--- config.mk ---
export PLATFORM = sky130hd
export DESIGN_NAME = mem_arbiter_flat
export DESIGN_NICKNAME = d
export VERILOG_FILES = /design/src/rtl/mem_arbiter_pkg.sv /design/src/rtl/mem_arbiter_if.sv /design/src/rtl/mem_arbiter_arb_priority.sv /design/src/rtl/mem_arbiter.sv /design/src/flat_wrapper.sv
export SDC_FILE = /design/constraint.sdc
export NUM_CORES = 1
export LEC_CHECK = 0
export ABC_AREA = 0
export CAP_MARGIN = 20
export CORE_AREA = 10 10 291 293
export DETAILED_ROUTE_END_ITERATION = 16
export DIE_AREA = 0 0 301 303
export PLACE_DENSITY = 0.53
export RECOVER_POWER = 50
export SETUP_SLACK_MARGIN = 0.3
export SYNTH_ARGS = -nofsm -noshare
export SYNTH_HDL_FRONTEND = slang
export SYNTH_SLANG_ARGS = --single-unit
--- constraint.sdc ---
create_clock -name clk -period 5.3 [get_ports clk]
set_input_delay 0.795 -clock clk [delete_from_list [all_inputs] [get_ports clk]]
set_output_delay 0.795 -clock clk [all_outputs]
set_load 0.1 [all_outputs]
--- src/rtl/mem_arbiter_pkg.sv ---
// Shared types and constants for the memory arbiter.
package mem_arbiter_pkg;

    localparam int REG_SIZE = 32;   // address width
    localparam int WIDTH    = 128;  // one cache line

    typedef enum logic [1:0] {
        ST_IDLE = 2'd0,
        ST_BUSY = 2'd1,
        ST_RESP = 2'd2
    } arb_state_e;

    typedef enum logic [1:0] {
        OWN_IC  = 2'd0,
        OWN_DCR = 2'd1,
        OWN_DCW = 2'd2
    } owner_e;

    localparam logic MEM_READ  = 1'b0;
    localparam logic MEM_WRITE = 1'b1;

endpackage

--- src/rtl/mem_arbiter_if.sv ---
// Bundle of the three cache ports plus the memory command/response port.
interface mem_arbiter_if
    import mem_arbiter_pkg::*;
#(
    parameter int ADDR_W = REG_SIZE,
    parameter int LINE_W = WIDTH
);
    logic              ic_read_req;
    logic [ADDR_W-1:0] ic_read_addr;
    logic [LINE_W-1:0] ic_read_data;
    logic              ic_read_ack;

    logic              dc_read_req;
    logic [ADDR_W-1:0] dc_read_addr;
    logic [LINE_W-1:0] dc_read_data;
    logic              dc_read_ack;

    logic              dc_write_req;
    logic [ADDR_W-1:0] dc_write_addr;
    logic [LINE_W-1:0] dc_write_data;
    logic              dc_write_ack;

    logic              mem_enable;
    logic              mem_rw;
    logic [ADDR_W-1:0] mem_addr;
    logic [LINE_W-1:0] mem_data_out;
    logic              mem_ack;
    logic [LINE_W-1:0] mem_data_in;

    // Arbiter side
    modport slave (
        input  ic_read_req, ic_read_addr,
        output ic_read_data, ic_read_ack,
        input  dc_read_req, dc_read_addr,
        output dc_read_data, dc_read_ack,
        input  dc_write_req, dc_write_addr, dc_write_data,
        output dc_write_ack,
        output mem_enable, mem_rw, mem_addr, mem_data_out,
        input  mem_ack, mem_data_in
    );

    // Caches + memory side
    modport master (
        output ic_read_req, ic_read_addr,
        input  ic_read_data, ic_read_ack,
        output dc_read_req, dc_read_addr,
        input  dc_read_data, dc_read_ack,
        output dc_write_req, dc_write_addr, dc_write_data,
        input  dc_write_ack,
        input  mem_enable, mem_rw, mem_addr, mem_data_out,
        output mem_ack, mem_data_in
    );
endinterface

--- src/rtl/mem_arbiter_arb_priority.sv ---
// Combinational grant select: DCW > DCR > IC, unless the Icache has been
// starved long enough, in which case a pending IC request wins outright.
module arb_priority
    import mem_arbiter_pkg::*;
(
    input  logic   ic_req_i,
    input  logic   dcr_req_i,
    input  logic   dcw_req_i,
    input  logic   starve_i,
    output logic   gnt_vld_o,
    output owner_e gnt_owner_o
);

    // Fixed priority with starvation override
    always_comb begin
        gnt_vld_o   = ic_req_i | dcr_req_i | dcw_req_i;
        gnt_owner_o = OWN_IC;
        if (starve_i && ic_req_i)
            gnt_owner_o = OWN_IC;
        else if (dcw_req_i)
            gnt_owner_o = OWN_DCW;
        else if (dcr_req_i)
            gnt_owner_o = OWN_DCR;
    end

endmodule

--- src/rtl/mem_arbiter.sv ---
// Three-port memory arbiter: Icache fill, Dcache fill and Dcache write-back
// share a single memory port. IDLE picks an owner, BUSY holds the command
// until mem_ack, RESP pulses the owner's ack for one cycle. All outputs are
// registered.
module mem_arbiter
    import mem_arbiter_pkg::*;
#(
    parameter int ADDR_W     = REG_SIZE,
    parameter int LINE_W     = WIDTH,
    parameter int STARVE_MAX = 2
)(
    input  logic         clk,
    input  logic         reset,
    mem_arbiter_if.slave bus
);

    localparam int CNT_W = (STARVE_MAX < 1) ? 1 : $clog2(STARVE_MAX + 1);
    localparam logic [CNT_W-1:0] CNT_MAX = CNT_W'(STARVE_MAX);

    arb_state_e        state_q, state_d;
    owner_e            owner_q, owner_d;
    logic [CNT_W-1:0]  starve_q, starve_d;
    logic [ADDR_W-1:0] addr_q, addr_d;
    logic [LINE_W-1:0] wdata_q, wdata_d;
    logic              en_q, en_d;
    logic              rw_q, rw_d;
    logic [LINE_W-1:0] ic_data_q, ic_data_d;
    logic [LINE_W-1:0] dc_data_q, dc_data_d;
    logic              ic_ack_q, ic_ack_d;
    logic              dcr_ack_q, dcr_ack_d;
    logic              dcw_ack_q, dcw_ack_d;

    logic   gnt_vld;
    owner_e gnt_owner;

    arb_priority u_prio (
        .ic_req_i    (bus.ic_read_req),
        .dcr_req_i   (bus.dc_read_req),
        .dcw_req_i   (bus.dc_write_req),
        .starve_i    (starve_q == CNT_MAX),
        .gnt_vld_o   (gnt_vld),
        .gnt_owner_o (gnt_owner)
    );

    // State register
    always_ff @(posedge clk) begin
        if (reset) state_q <= ST_IDLE;
        else       state_q <= state_d;
    end

    // Next-state logic; RESP always returns to IDLE so a held request
    // cannot be re-granted in the cycle its ack is visible
    always_comb begin
        state_d = state_q;
        case (state_q)
            ST_IDLE: if (gnt_vld)     state_d = ST_BUSY;
            ST_BUSY: if (bus.mem_ack) state_d = ST_RESP;
            ST_RESP:                  state_d = ST_IDLE;
            default:                  state_d = ST_IDLE;
        endcase
    end

    // Next values for every output/datapath register
    always_comb begin
        owner_d   = owner_q;
        starve_d  = starve_q;
        addr_d    = addr_q;
        wdata_d   = wdata_q;
        en_d      = en_q;
        rw_d      = rw_q;
        ic_data_d = ic_data_q;
        dc_data_d = dc_data_q;
        ic_ack_d  = 1'b0;
        dcr_ack_d = 1'b0;
        dcw_ack_d = 1'b0;
        case (state_q)
            ST_IDLE: begin
                // Starvation counts only D-side wins over a waiting IC request
                if (!bus.ic_read_req || (gnt_vld && gnt_owner == OWN_IC))
                    starve_d = '0;
                else if (gnt_vld && starve_q != CNT_MAX)
                    starve_d = starve_q + CNT_W'(1);
                if (gnt_vld) begin
                    owner_d = gnt_owner;
                    en_d    = 1'b1;
                    case (gnt_owner)
                        OWN_DCW: begin
                            rw_d    = MEM_WRITE;
                            addr_d  = bus.dc_write_addr;
                            wdata_d = bus.dc_write_data;
                        end
                        OWN_DCR: begin
                            rw_d   = MEM_READ;
                            addr_d = bus.dc_read_addr;
                        end
                        default: begin
                            rw_d   = MEM_READ;
                            addr_d = bus.ic_read_addr;
                        end
                    endcase
                end
            end
            ST_BUSY: begin
                if (bus.mem_ack) begin
                    en_d = 1'b0;
                    case (owner_q)
                        OWN_DCW: dcw_ack_d = 1'b1;
                        OWN_DCR: begin
                            dcr_ack_d = 1'b1;
                            dc_data_d = bus.mem_data_in;
                        end
                        default: begin
                            ic_ack_d  = 1'b1;
                            ic_data_d = bus.mem_data_in;
                        end
                    endcase
                end
            end
            default: ;
        endcase
    end

    // Datapath/output registers; reset aborts any transaction in flight
    always_ff @(posedge clk) begin
        if (reset) begin
            owner_q   <= OWN_IC;
            starve_q  <= '0;
            addr_q    <= '0;
            wdata_q   <= '0;
            en_q      <= 1'b0;
            rw_q      <= MEM_READ;
            ic_data_q <= '0;
            dc_data_q <= '0;
            ic_ack_q  <= 1'b0;
            dcr_ack_q <= 1'b0;
            dcw_ack_q <= 1'b0;
        end else begin
            owner_q   <= owner_d;
            starve_q  <= starve_d;
            addr_q    <= addr_d;
            wdata_q   <= wdata_d;
            en_q      <= en_d;
            rw_q      <= rw_d;
            ic_data_q <= ic_data_d;
            dc_data_q <= dc_data_d;
            ic_ack_q  <= ic_ack_d;
            dcr_ack_q <= dcr_ack_d;
            dcw_ack_q <= dcw_ack_d;
        end
    end

    assign bus.mem_enable   = en_q;
    assign bus.mem_rw       = rw_q;
    assign bus.mem_addr     = addr_q;
    assign bus.mem_data_out = wdata_q;
    assign bus.ic_read_data = ic_data_q;
    assign bus.ic_read_ack  = ic_ack_q;
    assign bus.dc_read_data = dc_data_q;
    assign bus.dc_read_ack  = dcr_ack_q;
    assign bus.dc_write_ack = dcw_ack_q;

endmodule

--- src/flat_wrapper.sv ---
// flat-port wrapper written by rule: the top's interface ports become plain ports
module mem_arbiter_flat import mem_arbiter_pkg::*;
#(
    parameter int ADDR_W     = REG_SIZE,
    parameter int LINE_W     = WIDTH,
    parameter int STARVE_MAX = 2
)
  (clk, reset, bus_ic_read_req, bus_ic_read_addr, bus_ic_read_data, bus_ic_read_ack, bus_dc_read_req, bus_dc_read_addr, bus_dc_read_data, bus_dc_read_ack, bus_dc_write_req, bus_dc_write_addr, bus_dc_write_data, bus_dc_write_ack, bus_mem_enable, bus_mem_rw, bus_mem_addr, bus_mem_data_out, bus_mem_ack, bus_mem_data_in);
  mem_arbiter_if #(.ADDR_W(ADDR_W), .LINE_W(LINE_W)) bus_i ();
  input  logic clk;
  input  logic reset;
  input wire logic [$bits(bus_i.ic_read_req)-1:0] bus_ic_read_req;
  input wire logic [$bits(bus_i.ic_read_addr)-1:0] bus_ic_read_addr;
  output wire logic [$bits(bus_i.ic_read_data)-1:0] bus_ic_read_data;
  output wire logic [$bits(bus_i.ic_read_ack)-1:0] bus_ic_read_ack;
  input wire logic [$bits(bus_i.dc_read_req)-1:0] bus_dc_read_req;
  input wire logic [$bits(bus_i.dc_read_addr)-1:0] bus_dc_read_addr;
  output wire logic [$bits(bus_i.dc_read_data)-1:0] bus_dc_read_data;
  output wire logic [$bits(bus_i.dc_read_ack)-1:0] bus_dc_read_ack;
  input wire logic [$bits(bus_i.dc_write_req)-1:0] bus_dc_write_req;
  input wire logic [$bits(bus_i.dc_write_addr)-1:0] bus_dc_write_addr;
  input wire logic [$bits(bus_i.dc_write_data)-1:0] bus_dc_write_data;
  output wire logic [$bits(bus_i.dc_write_ack)-1:0] bus_dc_write_ack;
  output wire logic [$bits(bus_i.mem_enable)-1:0] bus_mem_enable;
  output wire logic [$bits(bus_i.mem_rw)-1:0] bus_mem_rw;
  output wire logic [$bits(bus_i.mem_addr)-1:0] bus_mem_addr;
  output wire logic [$bits(bus_i.mem_data_out)-1:0] bus_mem_data_out;
  input wire logic [$bits(bus_i.mem_ack)-1:0] bus_mem_ack;
  input wire logic [$bits(bus_i.mem_data_in)-1:0] bus_mem_data_in;
  assign bus_i.ic_read_req = bus_ic_read_req;
  assign bus_i.ic_read_addr = bus_ic_read_addr;
  assign bus_ic_read_data = bus_i.ic_read_data;
  assign bus_ic_read_ack = bus_i.ic_read_ack;
  assign bus_i.dc_read_req = bus_dc_read_req;
  assign bus_i.dc_read_addr = bus_dc_read_addr;
  assign bus_dc_read_data = bus_i.dc_read_data;
  assign bus_dc_read_ack = bus_i.dc_read_ack;
  assign bus_i.dc_write_req = bus_dc_write_req;
  assign bus_i.dc_write_addr = bus_dc_write_addr;
  assign bus_i.dc_write_data = bus_dc_write_data;
  assign bus_dc_write_ack = bus_i.dc_write_ack;
  assign bus_mem_enable = bus_i.mem_enable;
  assign bus_mem_rw = bus_i.mem_rw;
  assign bus_mem_addr = bus_i.mem_addr;
  assign bus_mem_data_out = bus_i.mem_data_out;
  assign bus_i.mem_ack = bus_mem_ack;
  assign bus_i.mem_data_in = bus_mem_data_in;
  mem_arbiter #(.ADDR_W(ADDR_W), .LINE_W(LINE_W), .STARVE_MAX(STARVE_MAX)) u_core (.clk(clk), .reset(reset), .bus(bus_i));
endmodule
**Yosys cells after proc, flatten, opt, wreduce, memory -nomap -nowiden**

Index checks and enable logic that the tools add are counted.

- Register bits after elaboration: 427
- Bits of input ports: 358
- Output and inout port bits: 421

- $add $sub $neg: 1
- Equal/unequal tests: 9
- Multiplexer cells: 16
- Bitwise logic cells: 5
- Reductions and logical operators: 18

Operators with widths:

| cell | count |
|---|---|
| $pmux W32 S2 | 1 |
| $mux W2 | 6 |
| $reduce_and A3 Y1 | 4 |
| $mux W1 | 7 |
| $eq A2 B1 Y1 const B | 3 |
| $eq A2 B2 Y1 const B | 3 |
| $reduce_and A2 Y1 | 3 |
| $logic_not A2 Y1 | 2 |
| $ne A2 B2 Y1 const B | 2 |
| $pmux W2 S2 | 1 |
| $reduce_bool A2 Y1 | 2 |
| $logic_and A1 B1 Y1 | 3 |
| $not A1 Y1 | 3 |
| $reduce_or A3 Y1 | 1 |
| $add A2 B1 Y2 const B | 1 |
| $ne A2 B1 Y1 const B | 1 |
| $or A1 B1 Y1 | 2 |
| $pmux W1 S2 | 1 |
| $reduce_or A2 Y1 | 1 |
| $logic_not A1 Y1 | 1 |
| $logic_or A1 B1 Y1 | 1 |

**Longest topological paths before layout**

Gate-level depths: netlist of the first run.

- Word-level depth: 8
- Depth in mapped cells: 12

**Cells and area by module**

A second synthesis of the first run with hierarchy kept.

- Cell total of the unflattened synthesis: 1947
- Area, all modules: 15297.2 um^2

By module, submodules not included:

| module | instances | cells an instance | area each (um^2) | sequential area each (um^2) |
|---|---|---|---|---|
| mem_arbiter | 1 | 1943 | 15272.1 | 8548.2 |
| arb_priority | 1 | 4 | 25.0 | 0.0 |

**Worst setup path before layout of the first run**

Ideal clock, no wire load.

- Path kind: input-to-reg
- Start point: input port bus_ic_read_req
- End point: register u_core.wdata_q[57] (netlist: u_core.bus.mem_data_out[57])
- Setup time: 0.132 ns
- Data arrival time: 2.254 ns
- Required time: 5.168 ns
- Slack: 2.914 ns
- Stages on the path: 10
- Path buffers: 3
- Path through: nand2_1 and3b_1 inv_1 ha_1 buf_2 or3b_1 clkbuf_2 clkbuf_1 o21ai_0 a21oi_1

- Cells in the longest elaborated chain, start to end: 4
- Elaborated cells on any way between the ends: 6

RTL lines:

| item | RTL line | RTL |
|---|---|---|
| start: declaration | flat_wrapper.sv:12 | `input wire logic [$bits(bus_i.ic_read_req)-1:0] bus_ic_read_req;` |
| $logic_and A1 B1 Y1 | mem_arbiter_arb_priority.sv:18 | `if (starve_i && ic_req_i)` |
| $mux W2 | mem_arbiter_arb_priority.sv:18 |  |
| $eq A2 B2 Y1 | mem_arbiter.sv:86 | `case (gnt_owner)` |
| $reduce_and A3 Y1 (no line) (*) | n/a |  |
| end signal: assignment | mem_arbiter.sv:141 | `wdata_q <= wdata_d;` |
| end: declaration | mem_arbiter.sv:24 | `logic [LINE_W-1:0] wdata_q, wdata_d;` |

Every way passes the cells marked *; elsewhere a longest branch is shown, timed or not.
A chain may end at the register's enable or synchronous reset.

**Worst setup path after layout of the first run**

- Start point: input port reset
- End point: register u_core.wdata_q[123] (netlist: u_core.bus.mem_data_out[123])

RTL lines:

| item | RTL line | RTL |
|---|---|---|
| start: declaration | flat_wrapper.sv:11 | `input logic reset;` |

No word-level cell between the ends.

==> results of run 1 <==
[final timing paths]
kind / startpoint / to / slack [ns] / cells past startpoint
setup reg to reg: u_core.owner_q[0] / u_core.bus.ic_read_data[67] / 1.63 / 7
setup / recovery: reset / u_core.bus.mem_data_out[123] / 1.36 / 3
hold / removal: u_core.bus.ic_read_data[109] / u_core.bus.ic_read_data[109] / 0.45 / 2
hold reg to reg: u_core.bus.ic_read_data[109] / u_core.bus.ic_read_data[109] / 0.45 / 2
[cell usage after synthesis]
cell type and number:
a21oi_1 391, nor3_2 1, or3b_2 1, clkbuf_2 1, nor3_4 1, or3b_1 1, buf_1 9, nor2_1 5
a21oi_4 1, ha_1 5, a22o_1 32, and2_1 1, o21ai_0 161, clkbuf_1 104, buf_6 4, o21ai_1 2
nand2b_1 1, a22oi_1 32, buf_2 60, nand3_1 129, or4_1 2, nor3b_2 1, inv_1 5, buf_4 1
and3b_1 1, or3_1 1, and4b_1 2, nand3b_1 1, or2_1 1, nand4b_1 3, nand2_1 551, dfxtp_1 427
[cell type report]
class                           count  share of cell area, %
Antenna cell                       10                 0.0968
Clock buffer                       69                   5.54
Clock inverter                     13                  0.769
Inverter                            5                 0.0726
Multi-Input combinational cell   1327                   24.3
Sequential cell                   427                   33.1
Tap cell                         1050                   5.08
Timing Repair Buffer              799                   31.1
[per-stage QoR]
stage / hold slack, ns / util (%) / cells / total power (µW)
after global placement: 0.441 / 30.8 / 3607 / 5590
final: 0.448 / 32.9 / 3700 / 8980
after CTS: 0.453 / 32.9 / 3690 / 9150
after detailed placement: 0.445 / 30.8 / 3608 / 5590
after global routing: 0.461 / 32.9 / 3699 / 9330
after floorplan: 0.436 / - / 1938 / 4850
[power groups by stage]
stage          Combinational, µW  Clock (µW)  Sequential (µW)
2_1_floorplan                385           0             4470
3_3_place_gp                2100           0             3490
3_5_place_dp                2100           0             3490
4_1_cts                     2110        3620             3420
5_1_grt                     2170        3730             3440
6_report                    2070        3480             3420
[tightest hold or removal path, stage by stage, from the launching register on]
cell	delay, ns
dfxtp_1	0.30
nand2_1	0.05
a21oi_1	0.05
[metal layers]
metal | track usage (%) | vias up | part of all wire, % | routed length, µm
met2 | 26.2 | 501 | 50 | 37100
met3 | 5.45 | 93 | 8.9 | 6550
met1 | 16.7 | 7510 | 38 | 28400
met4 | 4.83 | 2 | 2.3 | 1730
met5 | 0 | - | 0.012 | 9
li1 | - | 7904 | - | -
[sequential cells by signal, indices dropped and copies added, names as in the netlist]
name	cells
u_core.bus.mem_rw	1
u_core.bus.ic_read_ack	1
u_core.state_q	2
u_core.bus.dc_read_ack	1
u_core.bus.dc_read_data	128
u_core.bus.mem_enable	1
u_core.bus.mem_data_out	128
u_core.bus.mem_addr	32
u_core.bus.dc_write_ack	1
u_core.bus.ic_read_data	128
u_core.starve_q	2
u_core.owner_q	2
[cell families (layout without fill, tap and decap cells)]
logic type	after synthesis	count (layout)	share of synthesized area [%]
and+or+nand+nor	703	703	18.5
AOI/OAI and AO/OA	619	619	21.2
DFF	427	427	54.8
buffers and inverters	184	886	5.13
adders and majority gates	5	5	0.401
other	0	10	0
==> impl_metrics.tcl, run 1 <==
set metrics [dict create \
    avgSynthCellArea_um2 8.06 \
    synth_cells 1938 \
    cts_tree "done" \
    synth_top_area_share_pct 54.8 \
    drive_gt1_share_pct 3.83 \
    synthDistinctLibCells 32 \
    clk_pin_slew_ns 0.06 \
    top_level_ports 779 \
    ant_nets 0 \
    switching_share_pct 33.2 \
    grt.total_usage_pct 15.0 \
    clk_latency_ns 0.59 \
    cp-start-kind "primary input" \
    drtIter0Drc 832 \
    crit_family "buffers and inverters" \
    post_cts_buffers 0 \
    tightest_slew_ns 3.84 \
    hpwl_um 52500 \
    vias 16010 \
    fin_crit_sh_pct 74.3 \
    dieArea_mm2 0.0912 \
    yosysWarningCount 0 \
    rows 103 \
    synthesis.area_mm2 0.0156 \
    fin_tns_setup_ns 0 \
    synth_area_leader_cell "dfxtp_1" \
    multiInputGateArea_mm2 0.00629 \
    max_cap_viol_count 6 \
    crit_arrival_ns 4.21 \
    rsz0062_at_grt "no" \
    hold_violations 0 \
    post_cts_resized 0 \
    drv_slew 420 \
    cpPeakStageDelay_ns 2.71 \
    max-slew-margin-rel_pct -156 \
    root_buffer "clkbuf_16" \
    register_area_mm2 0.00855 \
    initial_core_util_pct 19.9 \
    grt_max_degree 182 \
    area_delta_synth_final_pct 65.6 \
    placement.cell_area_mm2 0.0242 \
    grt_pass1_wl_um 106000 \
    crit_path_max_fanout 86 \
    p_clk_share_pct 38.8 \
    combPwrFrac_pct 23.1 \
    design_area_mm2 0.0259 \
    violations "max-capacitance violations, max-slew violations" \
    outcome "finished with violations" \
    max_freq_ghz 0.254 \
    grt_pass1_vias 15711 \
    numCtsBuffers 49 \
    gp_congestion 0.833 \
    die_w_um 301 \
    seq_area_frac_synth_pct 54.8 \
    layout_common_cells "clkdlybuf4s50_1 (627), nand2_1 (551), dfxtp_1 (427), a21oi_1 (391), o21ai_0 (161)" \
    power.internal_uw 6000 \
    cp.required_ns 5.57 \
    final_common_cell "clkdlybuf4s50_1" \
    ys_top_cells_by_area "dfxtp_1 (55%), nand2_1 (13%), a21oi_1 (13%)" \
    gr-total-overflow 0 \
    switchingPower_uw 2980 \
    crit_type "primary input to flip-flop" \
    path_buf_inv 2 \
    fillers 8372 \
    antenna_found_initial 10 \
    synth-seq-cells 427 \
    finClkSkew_ns 0.0238 \
    dr.pass1.iters 5 \
    drc 0 \
    place_ws_ns 1.71 \
    cts_max_path_buffers 3 \
    setup_slack_ns 1.36 \
    clock-sinks 427 \
    peakVddDrop_mv 0.234 \
    die_h_um 303 \
    htree_levels 2 \
    wl_um 73800 \
    powerDensity_mw_per_mm2 347 \
    numPortBuffers 778 \
    hold_class "flip-flop to flip-flop" \
    syn_nets 2301 \
    viasPerCell 4.33 \
    crit_path_end_kind "flip-flop" \
    nNetsFinal 2972 \
    wire_per_inst_um 19.9 \
    hold_buffers 0 \
    crit_chain "buf_8, clkbuf_1, a21oi_1" \
    period_needed_ns 3.94 \
    crit_slowest_cell "clkbuf_1" \
    pwr-share-seq_pct 38.1 \
    core_mm2 0.0786 \
    leakage_uw 0.00911 \
    setup_viol 0 \
]
Power figures use the tool's default switching activity.
==> inputs of run 2 (changes only) <==
--- a/config.mk
+++ b/config.mk
@@ -7,9 +7,9 @@
 export LEC_CHECK = 0
 export ABC_AREA = 0
 export CAP_MARGIN = 20
-export CORE_AREA = 10 10 291 293
+export CORE_AREA = 10 10 293 295
 export DETAILED_ROUTE_END_ITERATION = 16
-export DIE_AREA = 0 0 301 303
+export DIE_AREA = 0 0 303 305
 export PLACE_DENSITY = 0.53
 export RECOVER_POWER = 50
 export SETUP_SLACK_MARGIN = 0.3
==> constraint.sdc (replaced) <==
create_clock -name clk -period 3.93 [get_ports clk]
set_input_delay 0.5895 -clock clk [delete_from_list [all_inputs] [get_ports clk]]
set_output_delay 0.5895 -clock clk [all_outputs]
set_load 0.1 [all_outputs]
==> impl_metrics.tcl, run 2 (synthesized netlist as in run 1, its figures left out) <==
set metrics [dict create \
    wire_per_inst_um 20.0 \
    cts_max_path_buffers 3 \
    core_mm2 0.0799 \
    tightest_slew_ns 2.65 \
    crit_path_end_kind "flip-flop" \
    dr.pass1.iters 7 \
    placement.cell_area_mm2 0.0244 \
    hpwl_um 53400 \
    clk_latency_ns 0.59 \
    rrSetupSlack_ns 1.30 \
    post_cts_buffers 0 \
    top_level_ports 779 \
    nNetsFinal 2988 \
    drtIter0Drc 883 \
    violations "max-capacitance violations, max-slew violations" \
    gr-total-overflow 0 \
    cts_tree "done" \
    drive_gt1_share_pct 4.72 \
    hold_buffers 0 \
    reg2reg_to "u_core.bus.mem_data_out[52]" \
    outcome "finished with violations" \
    hold_slack_ns 0.448 \
    root_buffer "clkbuf_16" \
    final_common_cell "clkdlybuf4s50_1" \
    grt.total_usage_pct 15.0 \
    ant_nets 0 \
    drc 0 \
    dieArea_mm2 0.0924 \
    hold_violations 0 \
    clk_pin_slew_ns 0.06 \
    numPortBuffers 778 \
    cp.required_ns 4.39 \
    wl_um 74500 \
    drv_slew 106 \
    peakVddDrop_mv 0.293 \
    multiInputGateArea_mm2 0.00628 \
    hold_class "flip-flop to flip-flop" \
    register_area_mm2 0.00855 \
    numCtsBuffers 51 \
    post_cts_resized 0 \
    crit_arrival_ns 3.64 \
    rr_worst_depth 12 \
    fin_tns_setup_ns 0 \
    fin_crit_sh_pct 80.9 \
    grt_max_degree 130 \
    grt_pass1_vias 15843 \
    cp-start-kind "primary input" \
    finClkSkew_ns 0.0310 \
    clock-sinks 427 \
    min_to "u_core.bus.ic_read_data[43]" \
    max_freq_ghz 0.315 \
    design_area_mm2 0.0261 \
    max_cap_viol_count 1 \
    die_w_um 303 \
    area_delta_synth_final_pct 67.1 \
    hold_path_depth 2 \
    die_h_um 305 \
    powerDensity_mw_per_mm2 469 \
    period_needed_ns 3.18 \
    max-slew-margin-rel_pct -77.0 \
    holdCritStartpoint "u_core.bus.ic_read_data[43]" \
    viasPerCell 4.31 \
    crit_path_max_fanout 108 \
    leakage_uw 0.00916 \
    htree_levels 2 \
    layout_common_cells "clkdlybuf4s50_1 (661), nand2_1 (551), dfxtp_1 (427), a21oi_1 (391), o21ai_0 (161)" \
    antenna_found_initial 4 \
    reg2reg_from "u_core.starve_q[0]" \
    crit_type "primary input to flip-flop" \
    rows 104 \
    vias 16076 \
    rsz0062_at_grt "no" \
    fillers 8504 \
    gp_congestion 0.839 \
    setup_viol 0 \
    grt_pass1_wl_um 107000 \
    initial_core_util_pct 19.5 \
]
[run 2: cell types whose count changed in the layout (fill, tap and decap cells not counted), moves of 4 or more]
cell,change
buf_12,+6
buf_4,+9
clkbuf_1,+4
clkbuf_8,+4
clkdlybuf4s50_1,+34
diode_2,-7
dlygate4sd3_1,-35
[run 2: worst max-delay path: stages]
cell	delay, ns
clkbuf_2	1.82
nor3_1	0.19
clkbuf_2	0.58
a22o_1	0.36
[run 2: layout make-up]
type	instances	share of cell area (%)
clock inverters	13	0.441
well taps	1060	5.08
inverters	5	0.0719
repair buffers	813	31.4
multi-input cells	1327	24.1
diodes	3	0.0288
clock buffers	82	6.08
flip-flops and latches	427	32.8
[run 2: worst max-delay path by stage]
stage | start | to | slack [ns] | cells after the start
floorplan | bus_ic_read_req | u_core.bus.mem_data_out[57] | 1.75 | 10
finish | reset | u_core.bus.mem_addr[3] | 0.75 | 4
detailed placement | bus_ic_read_req | u_core.bus.mem_data_out[52] | 0.63 | 11
global route | reset | u_core.bus.mem_addr[30] | 0.52 | 4
CTS | u_core.bus.mem_data_out[97] | bus_mem_data_out[97] | 1.04 | 1
global placement | bus_ic_read_req | u_core.bus.mem_data_out[32] | 0.65 | 11
[run 2: routing by layer]
layer  up-vias  GRT usage [%]  share of wire [%]  wire length [µm]
met5         -              0              0.012                 9
met4         2           4.00                2.2              1670
met3        87           5.60                9.0              6740
met2       508           26.4                 50             37400
met1      7543           16.6                 39             28700
li1       7936              -                  -                 -
[run 2: per-stage QoR]
step                worst slack [ns]  std cells  util [%]  power (µW)
floorplan                       1.75       1938         -        6540
global placement               0.651       3631      30.5        7570
detailed placement             0.627       3632      30.6        7570
CTS                             1.04       3727      32.7       12400
global route                   0.520       3730      32.6       12700
finish                         0.752       3730      32.6       12200
[run 2: where the power goes]
group | total (µW) | leakage, µW | switching, µW | internal [µW]
sequential | 4620 | 0.00347 | 103 | 4520
clock | 4800 | 0.000842 | 1970 | 2830
combinational | 2820 | 0.00485 | 2020 | 799
